<file path="src/rtl/native_timeout_slice_pkg.sv">
`default_nettype none
// +---------------------------------------------------------------------------+
// | native_timeout_slice_pkg : native-bus FSM encoding, types and constants   |
// | Revision 1.0                                                              |
// +---------------------------------------------------------------------------+
package native_timeout_slice_pkg;

  localparam int c_NATIVE_ADDR_W = 32;
  localparam int c_NATIVE_DATA_W = 32;
  localparam int c_NATIVE_STRB_W = c_NATIVE_DATA_W / 8;

  localparam logic [31:0] c_ERR_DATA = 32'hDEADBEEF;

  typedef enum logic [1:0] {
    ST_IDLE = 2'd0,
    ST_REQ  = 2'd1,
    ST_RESP = 2'd2
  } nts_state_e;

  typedef struct packed {
    logic [c_NATIVE_ADDR_W-1:0] addr;
    logic [c_NATIVE_DATA_W-1:0] wdata;
    logic [c_NATIVE_STRB_W-1:0] wstrb;
  } native_req_t;

endpackage
`default_nettype wire

</file>
<file path="src/rtl/native_timeout_slice.sv">
`default_nettype none
// +---------------------------------------------------------------------------+
// | native_timeout_slice : registered native-bus stage with response timeout  |
// | Revision 1.0                                                              |
// +---------------------------------------------------------------------------+
module native_timeout_slice
  import native_timeout_slice_pkg::*;
#(
  parameter int                    ADDR_WIDTH     = c_NATIVE_ADDR_W,
  parameter int                    DATA_WIDTH     = c_NATIVE_DATA_W,
  parameter int                    STRB_WIDTH     = DATA_WIDTH / 8,
  parameter int                    TIMEOUT_CYCLES = 256,
  parameter logic [DATA_WIDTH-1:0] ERR_DATA       = DATA_WIDTH'(c_ERR_DATA)
) (
  input  logic                  clk,
  input  logic                  rst_n,
  input  logic                  s_native_valid,
  output logic                  s_native_ready,
  input  logic [ADDR_WIDTH-1:0] s_native_addr,
  input  logic [DATA_WIDTH-1:0] s_native_wdata,
  input  logic [STRB_WIDTH-1:0] s_native_wstrb,
  output logic [DATA_WIDTH-1:0] s_native_rdata,
  output logic                  m_native_valid,
  input  logic                  m_native_ready,
  output logic [ADDR_WIDTH-1:0] m_native_addr,
  output logic [DATA_WIDTH-1:0] m_native_wdata,
  output logic [STRB_WIDTH-1:0] m_native_wstrb,
  input  logic [DATA_WIDTH-1:0] m_native_rdata,
  output logic                  timeout_err,
  output logic [ADDR_WIDTH-1:0] timeout_addr,
  input  logic                  timeout_clr
);

  // Same layout as the package request type, sized by this instance's parameters.
  typedef struct packed {
    logic [ADDR_WIDTH-1:0] addr;
    logic [DATA_WIDTH-1:0] wdata;
    logic [STRB_WIDTH-1:0] wstrb;
  } req_t;

  localparam int c_CNT_W = (TIMEOUT_CYCLES <= 0) ? 1 : $clog2(TIMEOUT_CYCLES + 1);
  localparam logic [c_CNT_W-1:0] c_CNT_LAST =
    (TIMEOUT_CYCLES <= 0) ? '0 : c_CNT_W'(TIMEOUT_CYCLES - 1);

  nts_state_e             r_state;
  nts_state_e             w_state_nxt;
  req_t                   r_req;
  logic [c_CNT_W-1:0]     r_cnt;
  logic [DATA_WIDTH-1:0]  r_rdata;
  logic                   r_s_ready;
  logic                   r_m_valid;
  logic                   r_to_err;
  logic [ADDR_WIDTH-1:0]  r_to_addr;
  logic                   w_to_last;
  logic                   w_to_hit;

  assign w_to_last = (TIMEOUT_CYCLES != 0) && (r_cnt == c_CNT_LAST);

  always_ff @(posedge clk or negedge rst_n) begin
    if (!rst_n) begin
      r_state <= ST_IDLE;
    end else begin
      r_state <= w_state_nxt;
    end
  end

  // A downstream answer in the timeout cycle still counts as a normal completion.
  always_comb begin
    w_state_nxt = r_state;
    w_to_hit    = 1'b0;
    case (r_state)
      ST_IDLE: begin
        if (s_native_valid) begin
          w_state_nxt = ST_REQ;
        end
      end
      ST_REQ: begin
        if (m_native_ready) begin
          w_state_nxt = ST_RESP;
        end else if (w_to_last) begin
          w_to_hit    = 1'b1;
          w_state_nxt = ST_RESP;
        end
      end
      ST_RESP: begin
        w_state_nxt = ST_IDLE;
      end
      default: begin
        w_state_nxt = ST_IDLE;
      end
    endcase
  end

  always_ff @(posedge clk or negedge rst_n) begin
    if (!rst_n) begin
      r_req     <= '0;
      r_cnt     <= '0;
      r_rdata   <= '0;
      r_s_ready <= 1'b0;
      r_m_valid <= 1'b0;
      r_to_err  <= 1'b0;
      r_to_addr <= '0;
    end else begin
      r_m_valid <= (w_state_nxt == ST_REQ);
      r_s_ready <= (w_state_nxt == ST_RESP);

      if ((r_state == ST_IDLE) && s_native_valid) begin
        r_req <= '{addr: s_native_addr, wdata: s_native_wdata, wstrb: s_native_wstrb};
        r_cnt <= '0;
      end

      if (r_state == ST_REQ) begin
        if (m_native_ready) begin
          r_rdata <= m_native_rdata;
        end else if (w_to_hit) begin
          r_rdata <= ERR_DATA;
        end else if (r_cnt != {c_CNT_W{1'b1}}) begin
          r_cnt <= r_cnt + 1'b1;
        end
      end

      // A clear arriving with a new timeout re-arms the capture, so that timeout's address is kept.
      if (w_to_hit) begin
        r_to_err <= 1'b1;
        if (!r_to_err || timeout_clr) begin
          r_to_addr <= r_req.addr;
        end
      end else if (timeout_clr) begin
        r_to_err <= 1'b0;
      end
    end
  end

  assign s_native_ready = r_s_ready;
  assign s_native_rdata = r_rdata;
  assign m_native_valid = r_m_valid;
  assign m_native_addr  = r_req.addr;
  assign m_native_wdata = r_req.wdata;
  assign m_native_wstrb = r_req.wstrb;
  assign timeout_err    = r_to_err;
  assign timeout_addr   = r_to_addr;

endmodule
`default_nettype wire

</file>
<file path="config.mk">
export PLATFORM = sky130hd
export DESIGN_NAME = native_timeout_slice
export DESIGN_NICKNAME = d
export VERILOG_FILES = /design/src/rtl/native_timeout_slice_pkg.sv /design/src/rtl/native_timeout_slice.sv
export SDC_FILE = /design/constraint.sdc
export NUM_CORES = 1
export LEC_CHECK = 0
export CORE_MARGIN = 2
export CORE_UTILIZATION = 42
export DETAILED_ROUTE_END_ITERATION = 7
export PLACE_DENSITY = 0.8
export SLEW_MARGIN = 20
export SYNTH_ARGS = -nofsm -noshare
export SYNTH_HDL_FRONTEND = slang
export SYNTH_SLANG_ARGS = --single-unit
</file>
<file path="constraint.sdc">
create_clock -name clk -period 2.9 [get_ports clk]
set_input_delay 0.725 -clock clk [delete_from_list [all_inputs] [get_ports clk]]
set_output_delay 0.725 -clock clk [all_outputs]
set_load 0.02 [all_outputs]
</file>
==> summary.txt, run 1 <==
Placed design
  • HPWL Detailed: around 10,000 um
  • Dpl cell area: 8123 um^2
  • Final weighted congestion in routability-driven placement: between 0.7 and 0.8
  • Cell count after placement: 888
  • Port Buffers: 239

Finish
  • Total number of nets in the final design: 843
  • Antenna diode instance count: 0
  • Finished layout cell area: slightly below 9000 um^2
  • Most frequent cells in the layout: clkdlybuf4s50_1, nand2_1, dfrtp_1, mux2_2, o22a_1
  • Fraction of layout instances using a drive strength above 1: 0.1029
  • Relative area change from synthesis to final layout: 58.23%
  • Most common cell after layout, fill and taps aside: clkdlybuf4s50_1
  • Util after Layout: 0.6871
  • Final cell count without fillers: 920

Detailed routing
  • Number of search-and-repair iterations in the first detailed-routing pass: 5
  • Number of design-rule violations left by the first detailed-router iteration: between 200 and 250
  • DRC violations left: 0
  • Antenna violation net count after detailed routing: 0
  • Via count: approximately 4,500
  • Per-cell via count in the routed design: 4.840
  • Post-DR wirelength/cell: roughly 16 um
  • Wire length reported by the detailed router: approximately 15,000 um

Logic synthesis
  • Library cell occupying the most area in the post-synthesis netlist: dfrtp_1
  • Post-synthesis sequential element count: about 150
  • Post-synthesis net count: between 600 and 700
  • Fraction of registers with async set/reset: 1.000
  • Mean cell area of the mapped netlist: about 11 um^2
  • Synth warnings: 0
  • Instance count of the mapped netlist: 494
  • Top_reg_cell synth: dfrtp_1
  • Most area-consuming cells after synthesis: dfrtp_1, nand2_1, mux2_2, o22a_1, mux2i_1
  • Area of the mapped netlist: roughly 5500 um^2
  • Synth top area share: 0.6614
  • Post-synth EDFFs: 0
  • Register area share after synthesis: 0.6614
  • Post-synthesis cell type count: 30

Die
  • Number of placement rows: a little over 40
  • # IOs: between 200 and 250
  • Die height: 118.7 um
  • Horizontal extent of the die: 118.7 um
  • Starting utilization of the core area: 0.4342
  • Total core area: about 13,000 um^2
  • Area of the die: 14,090 um^2

Clock network
  • Worst-case clock buffer depth: 2
  • Cell chosen for the clock root: clkbuf_16
  • Htree depth: 4
  • Total setup buffers inserted after CTS: 0
  • Num CTS Buffers: 17
  • Clock insertion delay at the later pin of the skew report: about 0.4 ns
  • Reg clk slew, reported paths: roughly 0.06 ns
  • Post-CTS Hold Fix Bufs: 0
  • Number of gates resized after cts: 0
  • Clock tree from TritonCTS: done
  • Clock Sink Count: 146

Setup path
  • Worst R2R Start: r_cnt[0]$_DFF_PN0_
  • Start-to-end type of the worst setup path: register to register
  • CP Capture Type: register
  • CP Capture Point: r_cnt[4]$_DFF_PN0_
  • R2R Setup Slk: between 0.5 and 0.6 ns
  • Reg2Reg Depth: 7
  • Largest driver fanout on the critical path: 8
  • Req. time, crit path: 3.22 ns
  • Launching element of the worst setup path: r_cnt[0]$_DFF_PN0_
  • Data arrival time of the critical path: approximately 2.7 ns
  • R2R Path End: r_cnt[4]$_DFF_PN0_
  • Startpoint class of the critical path: register

STA
  • Post-route setup TNS: 0 ns
  • Tightest hold margin: between 0.3 and 0.4 ns
  • Pins Over Slew Limit: 0
  • Relative slew slack: 0.4482
  • Number of endpoints failing setup at the final stage: 0
  • Worst Max-Slew Pin Slew: 0.8256 ns
  • Peak Freq: 0.4208 GHz
  • Final hold violations: 0
  • Worst setup skew after layout: between 0.006 and 0.007 ns
  • Crit path time final: about 2.4 ns
  • Setup repair after global routing missed its margin: no
  • Period Utilization, post-route: 0.8195

GRT
  • Via count of the first global-routing pass: approximately 4,700
  • Total routing resource utilization after global routing: 0.2123
  • Grt ovf: 0
  • Initial antenna violation count: 0
  • Largest net degree at the start of global routing: between 80 and 90
  • Global-route wire length before repair: 23,600 um

Power
  • Power density of the placed cells: 806.0 nW/um^2
  • Max rail drop VDD: between 0.5 and 0.6 mV
  • Leakage: ~0.0041 uW

Outcome
  • Outcome: finished, final reports clean

Flow run
  • Max-capacitance violation count: 0

Min path
  • Class of the tightest hold or removal check: primary input to asynchronous set/reset pin
critical path, stage by stage (launching register included):
cell	delay (ns)
dfrtp_1	0.41
ha_1	0.24
nand3_1	0.09
nor2_1	0.06
ha_1	0.25
or4b_1	0.66
nor4b_2	0.32
mux2i_1	0.26
worst min-delay path by stage:
stage	start	to	slack (ns)
5_1_grt	rst_n	timeout_addr[7]$_DFFE_PN0P_	0.39
3_3_place_gp	m_native_wdata[28]$_DFFE_PN0P_	m_native_wdata[28]$_DFFE_PN0P_	0.46
6_report	rst_n	m_native_wdata[30]$_DFFE_PN0P_	0.35
4_1_cts	rst_n	m_native_wdata[30]$_DFFE_PN0P_	0.38
2_1_floorplan	rst_n	m_native_addr[0]$_DFFE_PN0P_	0.43
3_5_place_dp	m_native_wdata[20]$_DFFE_PN0P_	m_native_wdata[20]$_DFFE_PN0P_	0.46
stage by stage:
step | power, uW | setup slack, ns
3_5_place_dp | 4832 | 0.2482
3_3_place_gp | 4759 | 0.3355
5_1_grt | 7384 | 0.3550
2_1_floorplan | 3662 | 0.7967
4_1_cts | 7121 | 0.5150
6_report | 7045 | 0.5233
state kept, by name, indices dropped and copies added (netlist names):
signal	flops
m_native_addr	32
m_native_wdata	32
s_native_rdata	32
timeout_addr	32
r_cnt	9
m_native_wstrb	4
r_state	2
m_native_valid	1
s_native_ready	1
timeout_err	1
Yosys cell counts (2+ instances only):
cell type and instances:
ha_1 3, buf_2 5, inv_1 3, a22o_1 8, mux2i_1 9, nor3_1 2, clkbuf_1 16, dfrtp_1 146
buf_1 4, nor3b_1 2, nand2b_1 2, nor2_1 5, o22a_1 24, mux2_2 32, nand2_1 216, nand3_1 2
nand4b_1 2
layout make-up:
class	instances	area (um^2)
fill	976	3981
sequential	146	3654
inverter	4	15.01
multi-input combinational	319	1760
clock inverter	14	188.9
timing repair buffer	247	2479
clock buffer	18	429.2
tap	172	215.2
where the power goes:
part / switching (uW) / internal [uW]
combinational: 1050 / 1020
clock: 827 / 1430
sequential: 266 / 2450
kinds of logic after synthesis:
group	count (synthesis)	share of synthesized area
and+or+nand+nor	240	0.1753
DFF	146	0.6614
muxes	41	0.08154
AOI/OAI and AO/OA	35	0.05413
adders and majority gates	3	0.006796
buffers and inverters	29	0.02084
metal layers:
layer  wire (um)  track usage  vias to the layer above
met5           0            0                        -
met4         373      0.09598                        0
met3         911      0.05936                       25
met2        7491       0.3603                      154
met1        5725       0.2505                     2180
li1            -            -                     2094
Power figures use the tool's default switching activity.
==> run 2: changes to the inputs <==
==> constraint.sdc (replaced) <==
create_clock -name clk -period 2.34 [get_ports clk]
set_input_delay 0.585 -clock clk [delete_from_list [all_inputs] [get_ports clk]]
set_output_delay 0.585 -clock clk [all_outputs]
set_load 0.02 [all_outputs]
==> run 2 against run 1 <==
Compared with the run above: non-clock buffer count grew 3; clock power grew 35%; sequential power grew 24%; power grew 28%; flip-flop and latch count is the same; design area grew 1.4%; critical path depth is the same; combinational power grew 25%; wire length grew 0.90%; clock skew grew 0.0017 ns.
==> summary.txt, run 2 (synthesis gave the netlist of run 1 again) <==
Die
  • # IOs: 240 (unchanged)
  • Total core area: 12,720 um^2 (unchanged)
  • Starting utilization of the core area: 0.4342 (unchanged)
  • Area of the die: 14,090 um^2 (unchanged)
  • Die height: 118.7 um (unchanged)
  • Number of placement rows: 41 (unchanged)
  • Horizontal extent of the die: 118.7 um (unchanged)

GRT
  • Grt ovf: 0 (unchanged)
  • Initial antenna violation count: 0 (unchanged)
  • Total routing resource utilization after global routing: 0.2134 (was 0.2123)
  • Via count of the first global-routing pass: 4,716 (was 4,689)
  • Global-route wire length before repair: 23,670 um (was 23,600 um)
  • Largest net degree at the start of global routing: 55 (was 83)

Setup path
  • Start-to-end type of the worst setup path: register to register (unchanged)
  • Largest driver fanout on the critical path: 8 (unchanged)
  • Req. time, crit path: 2.66 ns (was 3.22 ns)
  • Startpoint class of the critical path: register (unchanged)
  • CP peak stage delay: 0.55 ns (was 0.66 ns)
  • Worst R2R Start: r_cnt[0]$_DFF_PN0_ (unchanged)
  • Launching element of the worst setup path: r_cnt[0]$_DFF_PN0_ (unchanged)
  • Top cell by count, worst path: ha_1 (unchanged)
  • Cells along the critical path: ha_1 -> nand3_1 -> nor2_1 -> ha_1 -> or4b_4 -> nor4b_2 -> mux2i_1 (was ha_1 -> nand3_1 -> nor2_1 -> ha_1 -> or4b_1 -> nor4b_2 -> mux2i_1)
  • Slowest stage cell on the critical path: or4b_4 (was or4b_1)
  • CP Capture Type: register (unchanged)
  • Data arrival time of the critical path: 2.50 ns (was 2.69 ns)

Power
  • Max rail drop VDD: 0.6241 mV (was 0.5063 mV)
  • Power density of the placed cells: 1015 nW/um^2 (was 806.0 nW/um^2)
  • Leakage: 0.004146 uW (was 0.004076 uW)

Clock network
  • Clock Sink Count: 146 (unchanged)
  • Cell chosen for the clock root: clkbuf_16 (unchanged)
  • Clock insertion delay at the later pin of the skew report: 0.41 ns (about the same)
  • Total setup buffers inserted after CTS: 0 (unchanged)
  • Worst-case clock buffer depth: 2 (unchanged)
  • Post-CTS Hold Fix Bufs: 0 (unchanged)
  • Htree depth: 4 (unchanged)
  • Clock tree from TritonCTS: done (unchanged)
  • Num CTS Buffers: 17 (unchanged)
  • Number of gates resized after cts: 0 (unchanged)
  • Reg clk slew, reported paths: 0.06 ns (about the same)

Finish
  • Fraction of layout instances using a drive strength above 1: 0.1107 (was 0.1029)
  • Relative area change from synthesis to final layout: 60.52% (was 58.23%)
  • FILL cells: 952 (was 976)
  • Antenna diode instance count: 0 (unchanged)
  • Total number of nets in the final design: 846 (was 843)
  • Most frequent cells in the layout: clkdlybuf4s50_1, nand2_1, dfrtp_1, mux2_2, o22a_1 (unchanged)
  • Most common cell after layout, fill and taps aside: clkdlybuf4s50_1 (unchanged)
  • Finished layout cell area: 8867 um^2 (was 8741 um^2)

STA
  • Worst setup skew after layout: 0.008165 ns (was 0.006434 ns)
  • Crit path time final: 2.181 ns (was 2.377 ns)
  • Setup repair after global routing missed its margin: no (unchanged)
  • Tightest hold margin: 0.08003 ns (was 0.3493 ns)
  • Pins Over Slew Limit: 0 (unchanged)
  • Peak Freq: 0.4585 GHz (was 0.4208 GHz)
  • Worst Max-Slew Pin Slew: 0.4368 ns (was 0.8256 ns)
  • Relative slew slack: 0.7084 (was 0.4482)
  • Final hold violations: 0 (unchanged)
  • Number of endpoints failing setup at the final stage: 0 (unchanged)
  • Period Utilization, post-route: 0.9320 (was 0.8195)

Detailed routing
  • Number of design-rule violations left by the first detailed-router iteration: 276 (was 241)
  • Via count: 4,430 (was 4,453)
  • Antenna violation net count after detailed routing: 0 (unchanged)
  • Per-cell via count in the routed design: 4.805 (was 4.840)
  • Number of search-and-repair iterations in the first detailed-routing pass: 4 (was 5)
  • Wire length reported by the detailed router: 14,630 um (was 14,500 um)
  • Post-DR wirelength/cell: 15.87 um (was 15.76 um)
  • DRC violations left: 0 (unchanged)

Placed design
  • HPWL Detailed: 10,440 um (was 10,160 um)
  • Port Buffers: 239 (unchanged)
  • Dpl cell area: 8183 um^2 (was 8123 um^2)
  • Final weighted congestion in routability-driven placement: 0.7896 (was 0.7971)

Min path
  • Class of the tightest hold or removal check: primary input to asynchronous set/reset pin (unchanged)

Outcome
  • Outcome: finished, final reports clean (unchanged)

Flow run
  • Max-capacitance violation count: 0 (unchanged)
-- run 2: report_power, final --
part           internal [uW]  switching (uW)  total (uW)  leakage [uW]
clock network           2030            1010        3040      0.000324
registers               3030             335        3370       0.00184
logic                   1280            1310        2590       0.00199
total                   6340            2660        9000       0.00415
-- run 2: worst max-delay path: cells and delay by family (launching register included) --
kind,cells,cell delay (ns)
adder cells (fa/ha/maj),2,0.44
multiplexers,1,0.25
AND/OR/NAND/NOR,4,1.00
flip-flops,1,0.41
-- run 2: worst paths after layout --
check                                                 end  slack [ns]  cells past startpoint
max                                    r_cnt[4]$_DFF_PN0_        0.16                      7
min                        m_native_wdata[30]$_DFFE_PN0P_        0.08                      1
max reg2reg                            r_cnt[4]$_DFF_PN0_        0.16                      7
min reg2reg                 m_native_wdata[7]$_DFFE_PN0P_        0.48                      2
max in group asynchronous   s_native_rdata[5]$_DFFE_PN0P_        1.62                      2
min in group clk            m_native_wdata[7]$_DFFE_PN0P_        0.48                      2
-- run 2: per-stage QoR --
stage               power (uW)  setup slack [ns]   TNS, ns  cells    util
floorplan                 4538            0.2367         0    494       -
global placement          5918           0.02812         0    891  0.6432
detailed placement        6020          -0.01980  -0.03592    891  0.6432
CTS                       9083           0.05231         0    922  0.6958
global route              9379           0.04868         0    922  0.6970
finish                    8998            0.1592         0    922  0.6970
-- run 2: area by class of cell --
type                       instances  area [um^2]  share of cell area
tap                              172        215.2             0.02427
timing repair buffer             250         2539              0.2863
clock inverter                     9        175.2             0.01975
sequential                       146         3654              0.4120
clock buffer                      22        494.2             0.05574
inverter                           4        15.01            0.001693
multi-input combinational        319         1775              0.2002
-- run 2: routing by layer --
metal  track usage  vias up  share of wire  routed length [um]
met2        0.3718      153           0.52                7578
met4       0.09598        0          0.025                 372
met5             0        -              0                   0
li1              -     2103              -                   -
met3       0.06419       27          0.059                 863
met1        0.2402     2147           0.40                5818
==> run 3: changes to the inputs <==
--- a/config.mk
+++ b/config.mk
@@ -8,7 +8,8 @@
 export CORE_MARGIN = 2
 export CORE_UTILIZATION = 42
 export DETAILED_ROUTE_END_ITERATION = 7
-export PLACE_DENSITY = 0.8
+export PLACE_DENSITY = 0.79
+export SETUP_SLACK_MARGIN = 0.3
 export SLEW_MARGIN = 20
 export SYNTH_ARGS = -nofsm -noshare
 export SYNTH_HDL_FRONTEND = slang
==> run 3 against run 2 <==
Compared with the run above: largest cell class unchanged; flip-flop and latch count is the same; design area decreased by 1.1%; wire length down 2.1%; maximum frequency increased by 6.7%; sequential power is essentially flat.
==> summary.txt, run 3 (synthesis gave the netlist of run 1 again) <==
STA
  • Peak Freq: 0.4893 GHz (was 0.4585 GHz)
  • Worst Max-Slew Pin Slew: 0.5167 ns (was 0.4368 ns)
  • Relative slew slack: 0.6556 (was 0.7084)
  • Post-route setup TNS: 0 ns (unchanged)
  • Pins Over Slew Limit: 0 (unchanged)
  • Worst setup skew after layout: 0.005815 ns (was 0.008165 ns)
  • Setup repair after global routing missed its margin: yes (was no)
  • Period Utilization, post-route: 0.8733 (was 0.9320)
  • Final hold violations: 0 (unchanged)
  • Crit path time final: 2.044 ns (was 2.181 ns)
  • Number of endpoints failing setup at the final stage: 0 (unchanged)

Clock network
  • Clock tree from TritonCTS: done (unchanged)
  • Clock Sink Count: 146 (unchanged)
  • Worst-case clock buffer depth: 2 (unchanged)
  • Htree depth: 4 (unchanged)
  • Clock insertion delay at the later pin of the skew report: 0.41 ns (about the same)
  • Post-CTS Hold Fix Bufs: 0 (unchanged)
  • Reg clk slew, reported paths: 0.06 ns (about the same)
  • Num CTS Buffers: 17 (unchanged)
  • Cell chosen for the clock root: clkbuf_16 (unchanged)

Setup path
  • CP Capture Type: register (unchanged)
  • Cells along the critical path: ha_2 -> nand3_2 -> nor2_2 -> ha_2 -> or4b_4 -> nor4b_4 -> mux2i_1 (was ha_1 -> nand3_1 -> nor2_1 -> ha_1 -> or4b_4 -> nor4b_2 -> mux2i_1)
  • Buffering stage count on the worst path with inverters included: 0 (unchanged)
  • Gate family responsible for the most delay along the worst path: simple AND/OR/NAND/NOR gates (unchanged)
  • Largest driver fanout on the critical path: 8 (unchanged)
  • Worst R2R Start: r_cnt[0]$_DFF_PN0_ (unchanged)
  • Req. time, crit path: 2.66 ns (about the same)
  • Top cell by count, worst path: ha_2 (was ha_1)
  • Data arrival time of the critical path: 2.36 ns (was 2.50 ns)
  • Slowest stage cell on the critical path: or4b_4 (unchanged)
  • CP peak stage delay: 0.57 ns (was 0.55 ns)
  • Start-to-end type of the worst setup path: register to register (unchanged)
  • Startpoint class of the critical path: register (unchanged)
  • R2R Setup Slk: 0.30 ns (was 0.16 ns)
  • Reg2Reg Depth: 7 (unchanged)
  • R2R Path End: r_cnt[4]$_DFF_PN0_ (unchanged)

Placed design
  • Cell count after placement: 892 (was 891)
  • Dpl cell area: 8183 um^2 (unchanged)
  • Port Buffers: 239 (unchanged)
  • HPWL Detailed: 10,350 um (was 10,440 um)
  • Final weighted congestion in routability-driven placement: 0.7650 (was 0.7896)

Finish
  • Most frequent cells in the layout: clkdlybuf4s50_1, nand2_1, dfrtp_1, mux2_2, o22a_1 (unchanged)
  • Util after Layout: 0.6892 (was 0.6970)
  • Final cell count without fillers: 922 (unchanged)
  • Most common cell after layout, fill and taps aside: clkdlybuf4s50_1 (unchanged)
  • Fraction of layout instances using a drive strength above 1: 0.1133 (was 0.1107)
  • Combined flip-flop and latch cell area: 3654 um^2 (unchanged)
  • Antenna diode instance count: 0 (unchanged)
  • Relative area change from synthesis to final layout: 58.73% (was 60.52%)
  • FILL cells: 984 (was 952)
  • Finished layout cell area: 8768 um^2 (was 8867 um^2)
  • Footprint of the multi-input gates: 1799 um^2 (was 1775 um^2)
  • Total number of nets in the final design: 852 (was 846)

Power
  • Leakage: 0.004173 uW (was 0.004146 uW)
  • Power density of the placed cells: 948.5 nW/um^2 (was 1015 nW/um^2)
  • Max rail drop VDD: 0.7103 mV (was 0.6241 mV)

GRT
  • Via count of the first global-routing pass: 4,762 (was 4,716)
  • Largest net degree at the start of global routing: 55 (unchanged)
  • Global-route wire length before repair: 23,510 um (was 23,670 um)
  • Total routing resource utilization after global routing: 0.2098 (was 0.2134)
  • Grt ovf: 0 (unchanged)
  • Initial antenna violation count: 0 (unchanged)

Die
  • Die height: 118.7 um (unchanged)
  • Horizontal extent of the die: 118.7 um (unchanged)
  • Starting utilization of the core area: 0.4342 (unchanged)
  • Number of placement rows: 41 (unchanged)
  • # IOs: 240 (unchanged)
  • Total core area: 12,720 um^2 (unchanged)
  • Area of the die: 14,090 um^2 (unchanged)

Detailed routing
  • Number of search-and-repair iterations in the first detailed-routing pass: 6 (was 4)
  • DRC violations left: 0 (unchanged)
  • Via count: 4,458 (was 4,430)
  • Per-cell via count in the routed design: 4.835 (was 4.805)
  • Number of design-rule violations left by the first detailed-router iteration: 200 (was 276)
  • Post-DR wirelength/cell: 15.54 um (was 15.87 um)
  • Antenna violation net count after detailed routing: 0 (unchanged)
  • Wire length reported by the detailed router: 14,330 um (was 14,630 um)

Outcome
  • Outcome: finished, final reports clean (unchanged)

Min path
  • Class of the tightest hold or removal check: primary input to asynchronous set/reset pin (unchanged)

Flow run
  • Max-capacitance violation count: 0 (unchanged)
-- run 3: metrics by stage --
step	power [uW]	worst slack (ns)	hold WS, ns
after global routing	8713	0.2324	0.1431
after floorplan	4541	0.2939	0.2894
after detailed placement	6014	-0.07484	0.4626
after global placement	5921	0.02835	0.4565
after CTS	8406	0.3032	0.1317
final	8317	0.2964	0.1143
-- run 3: what timing repair did --
item / 4_1_cts / 5_1_grt
pin swaps: 0 / 2
cloned: 0 / 0
buffers inserted: 4 / 1
setup endpoints to repair: 9 / 14
resized for setup: 4 / 10
-- run 3: worst max path at each step --
stage          slack (ns)                from                 end  cells after the start
2_1_floorplan        0.29  r_cnt[0]$_DFF_PN0_  r_cnt[3]$_DFF_PN0_                      8
3_3_place_gp         0.03      m_native_ready  r_cnt[3]$_DFF_PN0_                      4
3_5_place_dp        -0.07      m_native_ready  r_cnt[4]$_DFF_PN0_                      4
4_1_cts              0.30  r_cnt[0]$_DFF_PN0_  r_cnt[4]$_DFF_PN0_                      7
5_1_grt              0.23  r_cnt[0]$_DFF_PN0_  r_cnt[3]$_DFF_PN0_                      7
6_report             0.30  r_cnt[0]$_DFF_PN0_  r_cnt[4]$_DFF_PN0_                      7
-- run 3: routing by layer --
| metal | vias to the layer above | global-route usage | routed length, um |
|---|---|---|---|
| met5 | - | 0 | 0 |
| met4 | 0 | 0.08557 | 299 |
| met3 | 20 | 0.05936 | 877 |
| met2 | 154 | 0.3689 | 7446 |
| met1 | 2173 | 0.2396 | 5704 |
| li1 | 2111 | - | - |
-- run 3: layout make-up --
cell class                 count  area share
timing repair buffer         256      0.2952
clock inverter                 1   0.0005708
multi-input combinational    319      0.2052
sequential                   146      0.4167
inverter                       4    0.001712
tap                          172     0.02454
clock buffer                  24     0.05608
-- run 3: power breakdown --
| group | switching [uW] | total, uW | leakage [uW] | internal [uW] |
|---|---|---|---|---|
| sequential | 325 | 3360 | 0.00184 | 3040 |
| combinational | 1320 | 2620 | 0.00209 | 1310 |
| clock | 909 | 2330 | 0.000246 | 1420 |
| total | 2550 | 8320 | 0.00417 | 5770 |
